===== src/rtl/pixel_stream_packer_pkg.sv =====
// Shared types and defaults for the pixel stream packer.
package pixel_stream_packer_pkg;

  // Default pixel width used by the interface and the top level.
  localparam int PIX_W_DEF = 8;

  // Capture sequencer states; WAIT12 is the reset state.
  typedef enum logic [1:0] {
    WAIT12 = 2'd0,
    DLY12  = 2'd1,
    WAIT34 = 2'd2,
    DLY34  = 2'd3
  } state_t;

  // One stream word as stored in the FIFO, MSB first: {sof, eof, data}.
  typedef struct packed {
    logic                 sof;
    logic                 eof;
    logic [PIX_W_DEF-1:0] data;
  } entry_t;

endpackage


===== src/rtl/pixel_stream_packer_if.sv =====
// Byte stream with valid/ready handshake and frame markers.
interface pixel_stream_packer_if
  import pixel_stream_packer_pkg::*;
#(
  parameter int PIX_W = PIX_W_DEF
) ();

  logic [PIX_W-1:0] out_data;
  logic             out_valid;
  logic             out_ready;
  logic             out_sof;
  logic             out_eof;

  modport master (
    output out_data,
    output out_valid,
    output out_sof,
    output out_eof,
    input  out_ready
  );

  modport slave (
    input  out_data,
    input  out_valid,
    input  out_sof,
    input  out_eof,
    output out_ready
  );

endinterface


===== src/rtl/pixel_stream_packer_sync_fifo.sv =====
// FIFO with a two-word write port and a registered first-word-fall-through
// read port. The output register counts towards DEPTH, so free_cnt reflects
// the total number of words the block can still accept.
module sync_fifo #(
  parameter int DEPTH = 8,
  parameter int W     = 10
) (
  input  logic                   clk,
  input  logic                   rst_n,
  input  logic                   i_wr,
  input  logic [W-1:0]           i_wd0,
  input  logic [W-1:0]           i_wd1,
  input  logic                   i_rd_ready,
  output logic                   o_rd_valid,
  output logic [W-1:0]           o_rd_data,
  output logic [$clog2(DEPTH):0] o_free_cnt
);

  localparam int AW = $clog2(DEPTH);
  localparam int CW = AW + 1;

  logic [W-1:0]  r_mem [DEPTH];
  logic [AW-1:0] r_wr_ptr;
  logic [AW-1:0] r_rd_ptr;
  logic [CW-1:0] r_count;
  logic          r_out_valid;
  logic [W-1:0]  r_out_data;

  logic [CW-1:0] w_occ;
  logic [CW-1:0] w_free;
  logic          w_wr_ok;
  logic          w_pop;
  logic          w_load;

  // Occupancy, write acceptance and output-register refill decisions.
  always_comb begin
    w_occ   = r_count + {{AW{1'b0}}, r_out_valid};
    w_free  = CW'(DEPTH) - w_occ;
    w_wr_ok = i_wr && (w_free >= CW'(2));
    w_pop   = r_out_valid & i_rd_ready;
    w_load  = (~r_out_valid | w_pop) & (r_count != CW'(0));
  end

  // Storage, pointers and the output register; a write never bypasses
  // storage, so data reaches the output one cycle after it is written.
  always_ff @(posedge clk or negedge rst_n) begin
    if (!rst_n) begin
      for (int i = 0; i < DEPTH; i++) begin
        r_mem[i] <= '0;
      end
      r_wr_ptr    <= '0;
      r_rd_ptr    <= '0;
      r_count     <= '0;
      r_out_valid <= 1'b0;
      r_out_data  <= '0;
    end else begin
      if (w_wr_ok) begin
        r_mem[r_wr_ptr]          <= i_wd0;
        r_mem[r_wr_ptr + AW'(1)] <= i_wd1;
        r_wr_ptr                 <= r_wr_ptr + AW'(2);
      end
      if (w_load) begin
        r_out_data  <= r_mem[r_rd_ptr];
        r_out_valid <= 1'b1;
        r_rd_ptr    <= r_rd_ptr + AW'(1);
      end else if (w_pop) begin
        r_out_valid <= 1'b0;
      end
      r_count <= r_count + (w_wr_ok ? CW'(2) : CW'(0)) - (w_load ? CW'(1) : CW'(0));
    end
  end

  assign o_rd_valid = r_out_valid;
  assign o_rd_data  = r_out_data;
  assign o_free_cnt = w_free;

endmodule


===== src/rtl/pixel_stream_packer.sv =====
// Captures pixel pairs on the read12/read34 strobes and packs them into a
// P1,P2,P3,P4 byte stream with sof/eof markers, frame counting and error flags.
module pixel_stream_packer
  import pixel_stream_packer_pkg::*;
#(
  parameter int PIX_W      = PIX_W_DEF,
  parameter int DEPTH      = 8,
  parameter int SAMPLE_DLY = 2,
  parameter int FCNT_W     = 16
) (
  input  logic              clk,
  input  logic              reset,
  input  logic              read12,
  input  logic              read34,
  input  logic [PIX_W-1:0]  pix_in1,
  input  logic [PIX_W-1:0]  pix_in2,
  input  logic [PIX_W-1:0]  pix_in3,
  input  logic [PIX_W-1:0]  pix_in4,
  input  logic              clear_err,
  output logic              overflow,
  output logic              proto_err,
  output logic [FCNT_W-1:0] frame_cnt,
  pixel_stream_packer_if.master strm
);

  localparam int         EW        = PIX_W + 2;
  localparam int         FW        = $clog2(DEPTH) + 1;
  localparam logic [3:0] DLY_INIT  = 4'(SAMPLE_DLY);
  localparam logic       DLY_ZERO  = (SAMPLE_DLY == 0);

  state_t            r_state;
  logic [3:0]        r_cnt;
  logic              r_rd12_q;
  logic              r_rd34_q;
  logic              r_overflow;
  logic              r_proto_err;
  logic [FCNT_W-1:0] r_frame_cnt;

  logic              w_rise12;
  logic              w_rise34;
  logic [3:0]        w_cnt_dec;
  logic              w_cap12;
  logic              w_cap34;
  logic              w_perr;
  logic              w_fits;
  logic              w_wr;
  logic              w_drop;
  logic [EW-1:0]     w_wd0;
  logic [EW-1:0]     w_wd1;
  logic              w_rd_valid;
  logic [EW-1:0]     w_rd_data;
  logic [FW-1:0]     w_free_cnt;

  // Strobe edges, capture strobes, protocol errors and the FIFO write words.
  // Captures are combinational so a zero sample delay writes in the rise cycle.
  always_comb begin
    w_rise12  = read12 & ~r_rd12_q;
    w_rise34  = read34 & ~r_rd34_q;
    w_cnt_dec = r_cnt - 4'd1;
    w_cap12   = 1'b0;
    w_cap34   = 1'b0;
    w_perr    = 1'b0;
    case (r_state)
      WAIT12: begin
        if (w_rise12) begin
          w_perr  = w_rise34;
          w_cap12 = DLY_ZERO;
        end else if (w_rise34) begin
          w_perr = 1'b1;
        end else begin
          w_perr = 1'b0;
        end
      end
      DLY12: begin
        w_perr  = w_rise12 | w_rise34;
        w_cap12 = (w_cnt_dec == 4'd0);
      end
      WAIT34: begin
        if (w_rise12) begin
          w_perr  = 1'b1;
          w_cap12 = DLY_ZERO;
        end else if (w_rise34) begin
          w_cap34 = DLY_ZERO;
        end else begin
          w_perr = 1'b0;
        end
      end
      DLY34: begin
        w_perr  = w_rise12 | w_rise34;
        w_cap34 = (w_cnt_dec == 4'd0);
      end
      default: begin
        w_perr = 1'b0;
      end
    endcase
    w_fits = (w_free_cnt >= FW'(2));
    w_wr   = (w_cap12 | w_cap34) & w_fits;
    w_drop = (w_cap12 | w_cap34) & ~w_fits;
    if (w_cap12) begin
      w_wd0 = {1'b1, 1'b0, pix_in1};
      w_wd1 = {1'b0, 1'b0, pix_in2};
    end else begin
      w_wd0 = {1'b0, 1'b0, pix_in3};
      w_wd1 = {1'b0, 1'b1, pix_in4};
    end
  end

  // Sequencer state, delay counter, edge history, sticky flags and frame count.
  always_ff @(posedge clk or negedge reset) begin
    if (!reset) begin
      r_state     <= WAIT12;
      r_cnt       <= 4'd0;
      r_rd12_q    <= 1'b0;
      r_rd34_q    <= 1'b0;
      r_overflow  <= 1'b0;
      r_proto_err <= 1'b0;
      r_frame_cnt <= '0;
    end else begin
      r_rd12_q <= read12;
      r_rd34_q <= read34;
      case (r_state)
        WAIT12: begin
          if (w_rise12) begin
            r_state <= DLY_ZERO ? WAIT34 : DLY12;
            r_cnt   <= DLY_INIT;
          end
        end
        DLY12: begin
          r_cnt <= w_cnt_dec;
          if (w_cnt_dec == 4'd0) begin
            r_state <= WAIT34;
          end
        end
        WAIT34: begin
          if (w_rise12) begin
            // Restart the frame from P1/P2.
            r_state <= DLY_ZERO ? WAIT34 : DLY12;
            r_cnt   <= DLY_INIT;
          end else if (w_rise34) begin
            r_state <= DLY_ZERO ? WAIT12 : DLY34;
            r_cnt   <= DLY_INIT;
          end
        end
        DLY34: begin
          r_cnt <= w_cnt_dec;
          if (w_cnt_dec == 4'd0) begin
            r_state <= WAIT12;
          end
        end
        default: begin
          r_state <= WAIT12;
        end
      endcase
      // A new error in the clearing cycle keeps its flag set.
      r_overflow  <= w_drop | (r_overflow & ~clear_err);
      r_proto_err <= w_perr | (r_proto_err & ~clear_err);
      // Dropped P3/P4 pairs still count as completed frames.
      if (w_cap34) begin
        r_frame_cnt <= r_frame_cnt + FCNT_W'(1);
      end
    end
  end

  sync_fifo #(
    .DEPTH (DEPTH),
    .W     (EW)
  ) u_fifo (
    .clk        (clk),
    .rst_n      (reset),
    .i_wr       (w_wr),
    .i_wd0      (w_wd0),
    .i_wd1      (w_wd1),
    .i_rd_ready (strm.out_ready),
    .o_rd_valid (w_rd_valid),
    .o_rd_data  (w_rd_data),
    .o_free_cnt (w_free_cnt)
  );

  assign strm.out_valid = w_rd_valid;
  assign strm.out_data  = w_rd_data[PIX_W-1:0];
  assign strm.out_eof   = w_rd_data[PIX_W];
  assign strm.out_sof   = w_rd_data[PIX_W+1];
  assign overflow       = r_overflow;
  assign proto_err      = r_proto_err;
  assign frame_cnt      = r_frame_cnt;

endmodule

===== src/flat_wrapper.sv =====
// flat-port wrapper written by rule: the top's interface ports become plain ports
module pixel_stream_packer_flat import pixel_stream_packer_pkg::*;
#(
  parameter int PIX_W      = PIX_W_DEF,
  parameter int DEPTH      = 8,
  parameter int SAMPLE_DLY = 2,
  parameter int FCNT_W     = 16
)
  (clk, reset, read12, read34, pix_in1, pix_in2, pix_in3, pix_in4, clear_err, overflow, proto_err, frame_cnt, strm_out_data, strm_out_valid, strm_out_sof, strm_out_eof, strm_out_ready);
  pixel_stream_packer_if #(.PIX_W(PIX_W)) strm_i ();
  input  logic clk;
  input  logic reset;
  input  logic read12;
  input  logic read34;
  input  logic [PIX_W-1:0] pix_in1;
  input  logic [PIX_W-1:0] pix_in2;
  input  logic [PIX_W-1:0] pix_in3;
  input  logic [PIX_W-1:0] pix_in4;
  input  logic clear_err;
  output logic overflow;
  output logic proto_err;
  output logic [FCNT_W-1:0] frame_cnt;
  output wire logic [$bits(strm_i.out_data)-1:0] strm_out_data;
  output wire logic [$bits(strm_i.out_valid)-1:0] strm_out_valid;
  output wire logic [$bits(strm_i.out_sof)-1:0] strm_out_sof;
  output wire logic [$bits(strm_i.out_eof)-1:0] strm_out_eof;
  input wire logic [$bits(strm_i.out_ready)-1:0] strm_out_ready;
  assign strm_out_data = strm_i.out_data;
  assign strm_out_valid = strm_i.out_valid;
  assign strm_out_sof = strm_i.out_sof;
  assign strm_out_eof = strm_i.out_eof;
  assign strm_i.out_ready = strm_out_ready;
  pixel_stream_packer #(.PIX_W(PIX_W), .DEPTH(DEPTH), .SAMPLE_DLY(SAMPLE_DLY), .FCNT_W(FCNT_W)) u_core (.clk(clk), .reset(reset), .read12(read12), .read34(read34), .pix_in1(pix_in1), .pix_in2(pix_in2), .pix_in3(pix_in3), .pix_in4(pix_in4), .clear_err(clear_err), .overflow(overflow), .proto_err(proto_err), .frame_cnt(frame_cnt), .strm(strm_i));
endmodule

===== config.mk =====
export PLATFORM = sky130hd
export DESIGN_NAME = pixel_stream_packer_flat
export DESIGN_NICKNAME = d
export VERILOG_FILES = /design/src/rtl/pixel_stream_packer_pkg.sv /design/src/rtl/pixel_stream_packer_if.sv /design/src/rtl/pixel_stream_packer_sync_fifo.sv /design/src/rtl/pixel_stream_packer.sv /design/src/flat_wrapper.sv
export SDC_FILE = /design/constraint.sdc
export NUM_CORES = 1
export LEC_CHECK = 0
export ABC_CLOCK_PERIOD_IN_PS = 5550
export BUFFER_PORTS_ARGS = -buffer_cell sky130_fd_sc_hd__buf_2
export CORE_UTILIZATION = 63
export DETAILED_ROUTE_END_ITERATION = 16
export PLACE_DENSITY = 0.87
export SETUP_SLACK_MARGIN = 0.15
export SYNTH_ARGS = -nofsm -noshare
export SYNTH_HDL_FRONTEND = slang
export SYNTH_SLANG_ARGS = --single-unit

===== constraint.sdc =====
create_clock -name clk -period 5.55 [get_ports clk]
set_clock_uncertainty 0.2 [all_clocks]
set_input_delay 0.555 -clock clk [delete_from_list [all_inputs] [get_ports clk]]
set_output_delay 0.555 -clock clk [all_outputs]
set_load 0.01 [all_outputs]

==> flow_summary_export.csv <==
group,metric,value,unit
status,status,"completed",
floorplanning,num_rows,34,
synth,synth_top_area_share,0.513,
synth,syn_inst,398,
placement,io_buffers,66,
final_layout,diodes,0,
synth,synth_edf_count,0,
cts,clockBufferDepth,2,
critical_path,end_kind,"flop",
synth,ys_dominant_reg_cell,"dfrtp_1",
timing,relSlewSlack,0.204,
final_layout,finalInstanceArea,6760,um^2
pwr,vdd_drop_max,0.000316,V
cts,clk_pin_slew,60,ps
final_layout,drive_gt1_frac,0.436,
timing,fin_crit,3470,ps
drt,via_count,3499,
synth,synth-seq-cells,118,
floorplanning,initial_core_util,0.654,
synth,syn_area,5760,um^2
placement,globalplace.congestion,0.789,
critical_path,worst_setup_path_start_kind,"flop",
final_layout,nets,527,
timing,slew_viol_final,0,
final_layout,area_delta_synth_final,17.3,%
timing,fmaxAchievable,288,MHz
final_layout,nFillCells,488,
timing,finalHoldViolations,0,
global_route,grt_use_total,0.277,
pwr,p_per_area,587,nW/um^2
cts,clk_latency,510,ps
placement,placed_area,6140,um^2
drt,wire_per_inst,20.4,um
synth,synth_cell_type_count,39,
flow_run,cap_viol_max_count,0,
pwr,p_leak,3.35,nW
timing,rsz0062_at_grt,"false",
global_route,grt_pass1_wl,19.8,mm
final_layout,mostFrequentLayoutCell,"dfrtp_1",
floorplanning,die_area,9530,um^2
drt,post_drt_via_cell_ratio,5.89,
floorplanning,die_y,97.6,um
floorplanning,placeableCoreArea,8810,um^2
drt,drc,0,
synth,synth_area_leaders,"dfrtp_1 (51%), mux2_4 (12%), mux2_2 (8.2%)",
synth,synth_top_area_cell,"dfrtp_1",
global_route,grt_max_degree,61,
global_route,grt_remaining_overflow,0,
timing,min_period_over_period,0.625,
synth,synthArstFlopShare,1.00,
global_route,antenna_found_initial,0,
min_path,min_path_type,"input pin to flop",
critical_path,arrival,3660,ps
synth,syn_area_per_cell,14.5,um^2
cts,postCtsSetupBuffers,0,
drt,routed_wl,12.1,mm
final_layout,final_cells,594,
cts,htreeDepth,4,
critical_path,crit_type,"flop to flop",
drt,ant_nets,0,
floorplanning,io_pins,67,
synth,synth_nets,452,
timing,worst_pin_slew,1190,ps
critical_path,cp.required,5740,ps
timing,setup_violations,0,
drt,dr.pass1.iters,4,
critical_path,critical_path_peak_fanout,8,
floorplanning,die_w,97.6,um
synth,ys_warn_count,0,
drt,first_iter_violations,161,
cts,root_buffer,"clkbuf_8",
cts,cts_resized,0,
placement,place_inst,559,
cts,cts_made_buffers,17,
global_route,grt_pass1_vias,3890,
cts,cts_tree,"yes",
synth,seq_area_frac_synth,0.513,
placement,hpwl,7.37,mm
timing,finalSetupTns,0,ps
final_layout,mostFrequentLayoutCells,"dfrtp_1 (118), buf_2 (65), mux2_4 (45), mux2_2 (42), inv_1 (27)",
cts,clock_sinks,118,
logic make-up after synthesis:
family	synth area share
adder cells (fa/ha/maj)	0.0361
buffers and inverters	0.0356
multiplexers	0.291
AND/OR/NAND/NOR	0.0619
flip-flops	0.513
AO/OA/AOI/OAI	0.0298
XOR/XNOR	0.0334
metrics by stage:
stage | setup WS (ps) | total power [mW] | util | hold slack (ps)
6_report | 2080 | 3.97 | 0.768 | 50.4
5_1_grt | 1940 | 4.18 | 0.768 | 54.1
4_1_cts | 2070 | 3.98 | 0.768 | 40.0
3_5_place_dp | 2180 | 2.86 | 0.698 | 261
3_3_place_gp | 2320 | 2.74 | 0.698 | 265
2_1_floorplan | 2590 | 2.53 | - | 59.4
power breakdown:
group	total [mW]	switching, mW	leakage [nW]	internal, mW
Combinational	1.32	0.524	1.64	0.797
Sequential	1.58	0.350	1.42	1.23
Clock	1.07	0.372	0.287	0.695
repair_timing:
action,4_1_cts,5_1_grt
hold buffers,3,0
endpoints found under the setup margin,0,0
endpoints found under the hold margin,61,0
routing by layer:
layer / GRT usage / vias to the layer above / part of all wire
li1: - / 1569 / -
met1: 0.348 / 1806 / 0.41
met2: 0.465 / 110 / 0.52
met3: 0.0597 / 14 / 0.048
met4: 0.122 / 0 / 0.015
met5: 0 / - / 0
synth_stat cells, types with 5 or more instances:
master      n
buf_6       6
xor2_1     11
mux2_4     45
dfrtp_1   118
nand2_1    10
nand3_1     7
a21oi_1    10
inv_1      27
o21ai_0     5
ha_1       15
clkbuf_1    6
mux4_2     18
xnor2_1    11
mux2i_1    12
nor3_1      5
nor2_1     11
mux2_2     42
final cells by class:
class | count | area [um^2] | area share
inverter | 27 | 101 | 0.0150
clock buffer | 24 | 490 | 0.0726
multi-input combinational | 238 | 2610 | 0.386
tap | 108 | 135 | 0.0200
clock inverter | 8 | 95.1 | 0.0141
timing repair buffer | 71 | 378 | 0.0559
sequential | 118 | 2950 | 0.437
path summary, 6_finish.rpt:
kind                                           from                       end  slack (ps)  cells past startpoint
min in group asynchronous                     reset       u_core.frame_cnt[9]         450                      2
worst max register to register      u_core.r_cnt[0]  u_core.u_fifo.r_count[3]        2080                     11
worst max-delay path                u_core.r_cnt[0]  u_core.u_fifo.r_count[3]        2080                     11
worst min-delay path                      clear_err          u_core.proto_err          50                      2
max in group asynchronous                     reset   u_core.u_fifo.r_mem[73]        3480                      3
worst min register to register  u_core.frame_cnt[8]       u_core.frame_cnt[8]         280                      1
critical path: stages (launching register included):
cell,delay [ps]
dfrtp_1,440
inv_1,70
ha_1,270
o41ai_4,570
and4_1,630
inv_1,100
ha_1,280
inv_1,60
ha_1,140
inv_1,50
fa_1,370
xor2_1,170
state kept, by name, indices dropped and copies added, names as in the netlist:
name                      flops
u_core.r_cnt                  4
u_core.overflow               1
u_core.frame_cnt             16
u_core.u_fifo.r_mem          72
u_core.r_rd12_q               1
u_core.u_fifo.r_rd_ptr        3
u_core.r_rd34_q               1
u_core.r_state                2
u_core.u_fifo.r_wr_ptr        2
u_core.u_fifo.o_rd_valid      1
u_core.u_fifo.r_count         4
u_core.u_fifo.o_rd_data      10
u_core.proto_err              1
Power figures use the tool's default switching activity.
